<file path="src/rtl/uart_cmd_pkg.sv">
// uart_cmd_pkg: shared definitions for the UART direction-command decoder.
//   - 2-bit command codes CMD_R/L/U/D (also the FIFO payload)
//   - ASCII constants for R/L/U/D in both cases, plus CR/LF
//   - FSM state enum
//   - decode(): maps a received byte to {is_cmd, is_ign, code}
package uart_cmd_pkg;

  localparam logic [1:0] CMD_R = 2'd0;
  localparam logic [1:0] CMD_L = 2'd1;
  localparam logic [1:0] CMD_U = 2'd2;
  localparam logic [1:0] CMD_D = 2'd3;

  localparam logic [7:0] ASC_R_UC = 8'h52;
  localparam logic [7:0] ASC_R_LC = 8'h72;
  localparam logic [7:0] ASC_L_UC = 8'h4C;
  localparam logic [7:0] ASC_L_LC = 8'h6C;
  localparam logic [7:0] ASC_U_UC = 8'h55;
  localparam logic [7:0] ASC_U_LC = 8'h75;
  localparam logic [7:0] ASC_D_UC = 8'h44;
  localparam logic [7:0] ASC_D_LC = 8'h64;
  localparam logic [7:0] ASC_CR   = 8'h0D;
  localparam logic [7:0] ASC_LF   = 8'h0A;

  // Prefixed so the GAP state cannot collide with the GAP parameter.
  typedef enum logic [1:0] {
    ST_IDLE  = 2'd0,
    ST_PULSE = 2'd1,
    ST_GAP   = 2'd2
  } state_t;

  typedef struct packed {
    logic       is_cmd;  // recognised direction letter
    logic       is_ign;  // CR/LF: silently dropped
    logic [1:0] code;
  } dec_t;

  function automatic dec_t decode(input logic [7:0] b);
    dec_t o;
    o = '0;
    case (b)
      ASC_R_UC, ASC_R_LC: begin o.is_cmd = 1'b1; o.code = CMD_R; end
      ASC_L_UC, ASC_L_LC: begin o.is_cmd = 1'b1; o.code = CMD_L; end
      ASC_U_UC, ASC_U_LC: begin o.is_cmd = 1'b1; o.code = CMD_U; end
      ASC_D_UC, ASC_D_LC: begin o.is_cmd = 1'b1; o.code = CMD_D; end
      ASC_CR, ASC_LF:     o.is_ign = 1'b1;
      default:            o = '0;
    endcase
    return o;
  endfunction

endpackage

</file>
<file path="src/rtl/cmd_fifo.sv">
// cmd_fifo: small synchronous FIFO holding decoded command codes.
//   clk, reset   : clock, async active-high reset (clears pointers/count)
//   push, din    : write din at the write pointer
//   pop, dout    : dout is the head entry; pop advances the read pointer
//   full, empty  : occupancy flags
//   cnt          : registered occupancy
// The caller only pushes when there is room (or a pop happens in the
// same cycle) and only pops when non-empty; nothing is re-checked here.
module cmd_fifo
  import uart_cmd_pkg::*;
#(
  parameter  int WIDTH = 2,
  parameter  int DEPTH = 4,
  localparam int AW    = (DEPTH > 1) ? $clog2(DEPTH) : 1,
  localparam int CW    = $clog2(DEPTH + 1)
) (
  input  logic             clk,
  input  logic             reset,
  input  logic             push,
  input  logic [WIDTH-1:0] din,
  input  logic             pop,
  output logic [WIDTH-1:0] dout,
  output logic             full,
  output logic             empty,
  output logic [CW-1:0]    cnt
);

  logic [DEPTH-1:0][WIDTH-1:0] mem;
  logic [AW-1:0]               wr_ptr, rd_ptr;

  assign dout  = mem[rd_ptr];
  assign full  = (cnt == CW'(DEPTH));
  assign empty = (cnt == '0);

  // Storage needs no reset; only the pointers define validity.
  always_ff @(posedge clk) begin
    if (push) mem[wr_ptr] <= din;
  end

  // DEPTH is a power of two, so pointers wrap naturally.
  always_ff @(posedge clk or posedge reset) begin
    if (reset) begin
      wr_ptr <= '0;
      rd_ptr <= '0;
      cnt    <= '0;
    end else begin
      if (push) wr_ptr <= wr_ptr + AW'(1);
      if (pop)  rd_ptr <= rd_ptr + AW'(1);
      case ({push, pop})
        2'b10:   cnt <= cnt + CW'(1);
        2'b01:   cnt <= cnt - CW'(1);
        default: cnt <= cnt;
      endcase
    end
  end

endmodule

</file>
<file path="src/rtl/uart_cmd_decoder.sv">
// uart_cmd_decoder: turns received UART bytes R/L/U/D (either case) into
// single-cycle command pulses, queued through a small FIFO and held off
// while a physical button is active.
//   clk, reset        : clock, async active-high reset
//   rx_data, rx_done  : received byte and its one-cycle valid strobe
//   btn_busy          : any physical button active; blocks issue from IDLE
//   r, l, u, d        : one-cycle command pulses (registered)
//   cmd_err           : one-cycle pulse, unrecognised byte
//   overflow          : one-cycle pulse, valid command dropped (FIFO full)
//   fifo_cnt          : current FIFO occupancy
module uart_cmd_decoder
  import uart_cmd_pkg::*;
#(
  parameter  int DEPTH = 4,
  parameter  int GAP   = 2,
  localparam int CW    = $clog2(DEPTH + 1),
  localparam int GW    = (GAP > 1) ? $clog2(GAP) : 1
) (
  input  logic          clk,
  input  logic          reset,
  input  logic [7:0]    rx_data,
  input  logic          rx_done,
  input  logic          btn_busy,
  output logic          r,
  output logic          l,
  output logic          u,
  output logic          d,
  output logic          cmd_err,
  output logic          overflow,
  output logic [CW-1:0] fifo_cnt
);

  localparam logic [GW-1:0] GAP_LOAD = GW'((GAP > 0) ? GAP - 1 : 0);

  state_t        state;
  logic [GW-1:0] gap_cnt;
  dec_t          dec;
  logic          is_cmd, is_err;
  logic          push, pop, full, empty;
  logic [1:0]    head;

  assign dec    = decode(rx_data);
  assign is_cmd = rx_done & dec.is_cmd;
  assign is_err = rx_done & ~dec.is_cmd & ~dec.is_ign;

  // btn_busy only gates the pop decision; a pulse already issued completes.
  assign pop  = (state == ST_IDLE) & ~empty & ~btn_busy;
  // A full FIFO still accepts a push when the head leaves this same cycle.
  assign push = is_cmd & (~full | pop);

  cmd_fifo #(.WIDTH(2), .DEPTH(DEPTH)) u_fifo (
    .clk   (clk),
    .reset (reset),
    .push  (push),
    .din   (dec.code),
    .pop   (pop),
    .dout  (head),
    .full  (full),
    .empty (empty),
    .cnt   (fifo_cnt)
  );

  always_ff @(posedge clk or posedge reset) begin
    if (reset) begin
      state        <= ST_IDLE;
      gap_cnt      <= '0;
      {d, u, l, r} <= '0;
      cmd_err      <= 1'b0;
      overflow     <= 1'b0;
    end else begin
      cmd_err      <= is_err;
      overflow     <= is_cmd & ~push;
      {d, u, l, r} <= '0;
      case (state)
        ST_IDLE: begin
          if (pop) begin
            {d, u, l, r} <= 4'b0001 << head;  // code order R,L,U,D = bits 0..3
            state        <= ST_PULSE;
          end
        end
        ST_PULSE: begin
          if (GAP > 0) begin
            gap_cnt <= GAP_LOAD;
            state   <= ST_GAP;
          end else begin
            state   <= ST_IDLE;
          end
        end
        ST_GAP: begin
          if (gap_cnt == '0) state   <= ST_IDLE;
          else               gap_cnt <= gap_cnt - GW'(1);
        end
        default: state <= ST_IDLE;
      endcase
    end
  end

endmodule

</file>
<file path="config.mk">
export PLATFORM = sky130hd
export DESIGN_NAME = uart_cmd_decoder
export DESIGN_NICKNAME = d
export VERILOG_FILES = /design/src/rtl/uart_cmd_pkg.sv /design/src/rtl/cmd_fifo.sv /design/src/rtl/uart_cmd_decoder.sv
export SDC_FILE = /design/constraint.sdc
export NUM_CORES = 1
export LEC_CHECK = 0
export ABC_AREA = 1
export CORE_MARGIN = 5
export CORE_UTILIZATION = 51
export DETAILED_ROUTE_END_ITERATION = 16
export GPL_TIMING_DRIVEN = 1
export PLACE_DENSITY = 0.77
export SLEW_MARGIN = 20
export SYNTH_ARGS = -nofsm -noshare
export SYNTH_HDL_FRONTEND = slang
export SYNTH_SLANG_ARGS = --single-unit
</file>
<file path="constraint.sdc">
create_clock -name clk -period 2.4 [get_ports clk]
set_input_delay 0.36 -clock clk [delete_from_list [all_inputs] [get_ports clk]]
set_output_delay 0.36 -clock clk [all_outputs]
set_load 0.01 [all_outputs]
</file>
### Yosys cells after proc, flatten, opt, wreduce, memory -nomap -nowiden

Cells that the tools add are included.

* flip-flop bits (word level): 24
* bits of input ports: 12
* logic and storage cells: 88

* add/sub/neg operators: 5
* order comparisons: 3
* equal/unequal tests: 17
* shift operators: 1
* muxes and demuxes: 22
* bitwise gates (word level): 14
* reduce and logical (&&, ||, !) cells: 11

Operators with widths (count)
* 8-bit by 7-bit == test with 1-bit output (second input constant): 8
* 8-bit by 4-bit == test with 1-bit output (second input constant): 2
* 2-bit one-hot mux with 3 select lines: 2
* 1-bit 2-to-1 mux: 11
* 8-bit bitwise mux: 1
* 2-bit 2-to-1 mux: 4
* 2-bit OR reduction: 4
* 8-bit OR reduction: 1
* 1-bit AND: 7
* 2-bit by 3-bit < comparator with 1-bit output (second input constant): 2
* 1-bit NOT: 6
* 3-bit one-hot mux with 2 select lines: 1
* 2-bit by 1-bit adder with 2-bit output (second input constant): 2
* 2-bit binary-select mux with 2-bit select: 1
* 2-bit demux with 2-bit select: 1
* 2-bit by 1-bit == test with 1-bit output (second input constant): 2
* 2-bit == test (second input constant): 2
* 2-bit != test (second input constant): 2
* 2-bit nonzero test: 2
* 1-bit by 2-bit << shifter with 4-bit output (first input constant): 1
* 3-bit by 1-bit adder with 3-bit output (second input constant): 1
* 3-bit == test (second input constant): 1
* 3-bit logical NOT: 1
* 3-bit by 1-bit subtractor with 3-bit output (second input constant): 1
* other kinds (7): 7

### Longest topological paths before layout

Gate-level depths: netlist of run 1.

* depth in word-level cells: 8
* depth in mapped cells: 12
* gate-level depth less buffers: 12

### Cells and area by module

Synthesis of run 1 repeated with hierarchy kept, for this count alone.

* cell total of the unflattened synthesis: 145
* area total of the unflattened synthesis: 1305.0 sq um

Modules (own cells, without submodules)
* cmd_fifo: instances 1, cells an instance 73, area an instance 748.2 sq um, sequential area each 415.4 sq um
* uart_cmd_decoder: instances 1, cells an instance 72, area an instance 556.8 sq um, sequential area each 225.2 sq um

### Worst setup path before layout of run 1

OpenSTA, ideal clock, no wires.

* kind: register -> register
* start point: register state[0]
* end point: register u_fifo.cnt[2]
* library setup time: 131 ps
* data arrival time: 1904 ps
* required time: 2269 ps
* path slack: 365 ps
* stages on the path, launching flop included: 12
* clock period less this slack: 2035 ps
* cell sequence: dfrtp_1 > inv_1 > ha_1 > nand2_1 > nand3_1 > nand3_4 > ha_1 > inv_1 > fa_1 > a21oi_1 > o21ai_0 > xor2_1

* cells in the longest elaborated chain, start to end: 7
* elaborated cells between the ends (all ways): 9

RTL lines
* from (decl): RTL line uart_cmd_decoder.sv:35 `state_t state;`
* from (signal assigned): RTL line uart_cmd_decoder.sv:65 `state <= ST_IDLE;`
* from (signal assigned): RTL line uart_cmd_decoder.sv:78 `state <= ST_PULSE;`
* from (signal assigned): RTL line uart_cmd_decoder.sv:84 `state <= ST_GAP;`
* 2-bit logical NOT (*): RTL line uart_cmd_decoder.sv:47 `assign pop = (state == ST_IDLE) & ~empty & ~btn_busy;`
* 1-bit AND (*) (2 in a row): RTL line uart_cmd_decoder.sv:47
* 1-bit bitwise OR: RTL line uart_cmd_decoder.sv:49 `assign push = is_cmd & (~full | pop);`
* 1-bit AND: RTL line uart_cmd_decoder.sv:49
* 2-bit by 1-bit == test with 1-bit output or 2-bit == test (tied branches): RTL line cmd_fifo.sv:49 `case ({push, pop})`
* 3-bit one-hot mux with 2 select lines or 2-bit nonzero test (tied branches)
* to (signal assigned): RTL line cmd_fifo.sv:50 `2'b10: cnt <= cnt + CW'(1);`
* to (signal assigned): RTL line cmd_fifo.sv:51 `2'b01: cnt <= cnt - CW'(1);`
* to (signal assigned): RTL line cmd_fifo.sv:52 `default: cnt <= cnt;`
* to (decl): RTL line cmd_fifo.sv:25 `output logic [CW-1:0] cnt`

Mark *: on every way between the ends. The rest lies on a longest branch, timed or not.
A chain may end at the register's enable or synchronous reset.

### Final worst setup path of run 1

Ends and elaborated chain as after synthesis.

==> results of run 1 <==
==> how the worst max path moves through the flow <==
stage	startpoint	depth (start not counted)	to	slack, ns
floorplan	state[0]	11	u_fifo.cnt[2]	0.37
global placement	rx_data[7]	13	u_fifo.cnt[2]	0.07
detailed placement	rx_data[3]	13	u_fifo.cnt[2]	-0.03
CTS	state[0]	11	u_fifo.cnt[2]	0.21
global route	state[0]	11	u_fifo.cnt[2]	0.04
finish	state[0]	11	u_fifo.cnt[2]	0.20
==> registers in the layout, indices dropped and copies added (netlist names) <==
signal and count:
u_fifo.mem 8, u_fifo.cnt 3, state 2, u_fifo.rd_ptr 2, u_fifo.wr_ptr 2, cmd_err 1
d 1, gap_cnt 1, l 1, overflow 1, r 1, u 1
==> worst reg2reg max path, cell delays in order (launching register included) <==
cell     delay (ns)
dfrtp_1        0.42
inv_1          0.08
ha_1           0.23
nand2_1        0.07
nand3_1        0.15
nand3_4        0.14
ha_1           0.15
inv_1          0.06
fa_1           0.37
a21oi_1        0.15
o21ai_0        0.11
xor2_1         0.16
==> kinds of logic (layout without fill, tap and decap cells) <==
group	after synthesis	count (layout)	share of synthesized area (%)
AO/OA/AOI/OAI	10	10	4.39
XOR/XNOR	3	3	2.14
flip-flops	24	24	52.2
AND/OR/NAND/NOR	66	66	23.8
buffers and inverters	25	53	7.65
adder cells (fa/ha/maj)	9	9	9.80
==> per-stage QoR <==
stage	std cells	instance area (um2)	worst slack, ns	power (mW)	TNS [ns]
after floorplan	137	1230	0.365	0.976	0
after global placement	189	1490	0.0676	1.17	0
after detailed placement	189	1490	-0.0254	1.22	-0.0254
after CTS	193	1540	0.209	1.52	0
after global routing	193	1540	0.0419	1.63	0
final	193	1540	0.199	1.51	0
==> synthesized netlist by cell type, drive strengths merged <==
library cell	n
nand2	32
inv	25
nor2	23
dfrtp	16
nand3	9
edfxtp	8
ha	8
a21oi	5
o21ai	4
nand4	2
xor2	2
a32oi	1
fa	1
xnor2	1
==> routing by layer <==
metal / vias up / GRT usage [%]
li1: 485 / -
met1: 447 / 17.5
met2: 24 / 27.9
met3: 2 / 2.83
met4: 0 / 3.24
met5: - / 0
==> cell type report <==
cell class              count  area share [%]
flip-flops and latches     24            41.5
multi-input cells          88            31.8
repair buffers             24            14.9
inverters                  25            6.08
well taps                  28            2.27
clock inverters             1            1.94
clock buffers               3            1.46
==> power by group <==
part	switching (mW)	internal, mW
combinational	0.345	0.267
clock	0.122	0.169
sequential	0.0840	0.520
total	0.551	0.956
==> impl_metrics.tcl, run 1 <==
set metrics [dict create \
    dp_hpwl_um 1880 \
    die_x_um 59.0 \
    first_pass_iters 5 \
    synthCells 137 \
    io_pins 21 \
    hold_viol_final 0 \
    place_congestion 0.726 \
    wl_per_cell_um 12.1 \
    highest_layer "met4" \
    cp-start-kind "flip-flop" \
    die_area_um2 3490 \
    clock-root-buffer "clkbuf_4" \
    yosysSeqAreaShare_pct 52.2 \
    dr_total_vias 958 \
    whs_ns 0.406 \
    layout_commonest_cell "nand2_1" \
    grt_max_degree 17 \
    critPathMaxStageDelay_ns 0.42 \
    fmax_mhz 454 \
    crit_type "reg2reg" \
    clock_path_buffers 2 \
    finalClockSkew_ns 0.0103 \
    synth_area_per_cell_um2 8.95 \
    synth_top_area_share_pct 32.7 \
    status "finished, final reports clean" \
    fillCellCount 201 \
    utilization_pct 68.5 \
    rrSetupSlack_ns 0.20 \
    grt_usage_pct 14.9 \
    cp_top_family "adder cells" \
    synth_seq_cells 24 \
    timing.rr.end "u_fifo.cnt[2]" \
    insertion_delay_ns 0.31 \
    multi_input_area_um2 492 \
    ctsHtreeMaxLevel 1 \
    wl_met1_um 1020 \
    hold_buffers 0 \
    syn-cell-area_um2 1230 \
    path_max_fanout 3 \
    layout_common_cells "nand2_1, inv_1, nor2_1" \
    powerDensity_nw_per_um2 976 \
    gr-total-overflow 0 \
    ant_nets 0 \
    drc_errors 0 \
    cts_tree "built" \
    grt_pass1_vias 1028 \
    cts_resized 0 \
    synthTopCellsByArea "dfrtp_1, edfxtp_1, nand2_1" \
    dr_wl_met3_um 87 \
    crit_slowest_cell "dfrtp_1" \
    required_ns 2.60 \
    path_clk_slew_ns 0.14 \
    netlist.top_cell.by_area "dfrtp_1" \
    area_delta_synth_final_pct 25.9 \
    coreArea_um2 2250 \
    drtIter0Drc 17 \
    slew_headroom_pct 58.4 \
    crit_chain "inv_1 > ha_1 > nand2_1 > nand3_1 > nand3_4 > ha_1 > inv_1 > fa_1 > a21oi_1 > o21ai_0 > xor2_1" \
    r2r_cells 11 \
    peakVddDrop_mv 0.893 \
    regArea_um2 641 \
    worst_pin_slew_ns 0.623 \
    rows 17 \
    nets 187 \
    p_leak_nw 0.744 \
    cts_buffers 3 \
    cts_sinks 24 \
    die_y_um 59.0 \
    via_per_inst 4.96 \
    worstReg2RegStart "state[0]" \
    initial_core_util_pct 54.4 \
    syn_nets 158 \
    worstHoldPathType "in2async" \
    fin_crit_sh_pct 91.7 \
    rsz0062_at_grt "no" \
    fin_crit_ns 2.20 \
    drive_gt1_share_pct 6.67 \
    dr_wl_met2_um 1210 \
    yosysWarnings 0 \
    ys_types 16 \
    antenna_cells 0 \
    slew_violations 0 \
    io_buffers 20 \
    crit_buf_inv 2 \
    postCtsSetupRepairBufs 0 \
    setup_viol 0 \
    arrival_ns 2.40 \
    wirelength_um 2330 \
    grt_antenna_before_repair 0 \
    drv_cap 0 \
    grt_pass1_wl_um 4060 \
    endpoint_kind "flip-flop" \
]
(Power assumes the default switching activity.)
==> run 2, diff against run 1 <==
Settings changed: ABC_CLOCK_PERIOD_IN_PS from default to 2400.
==> results of run 2 <==
Final layout, timing and power as in run 1 (identical DEF).
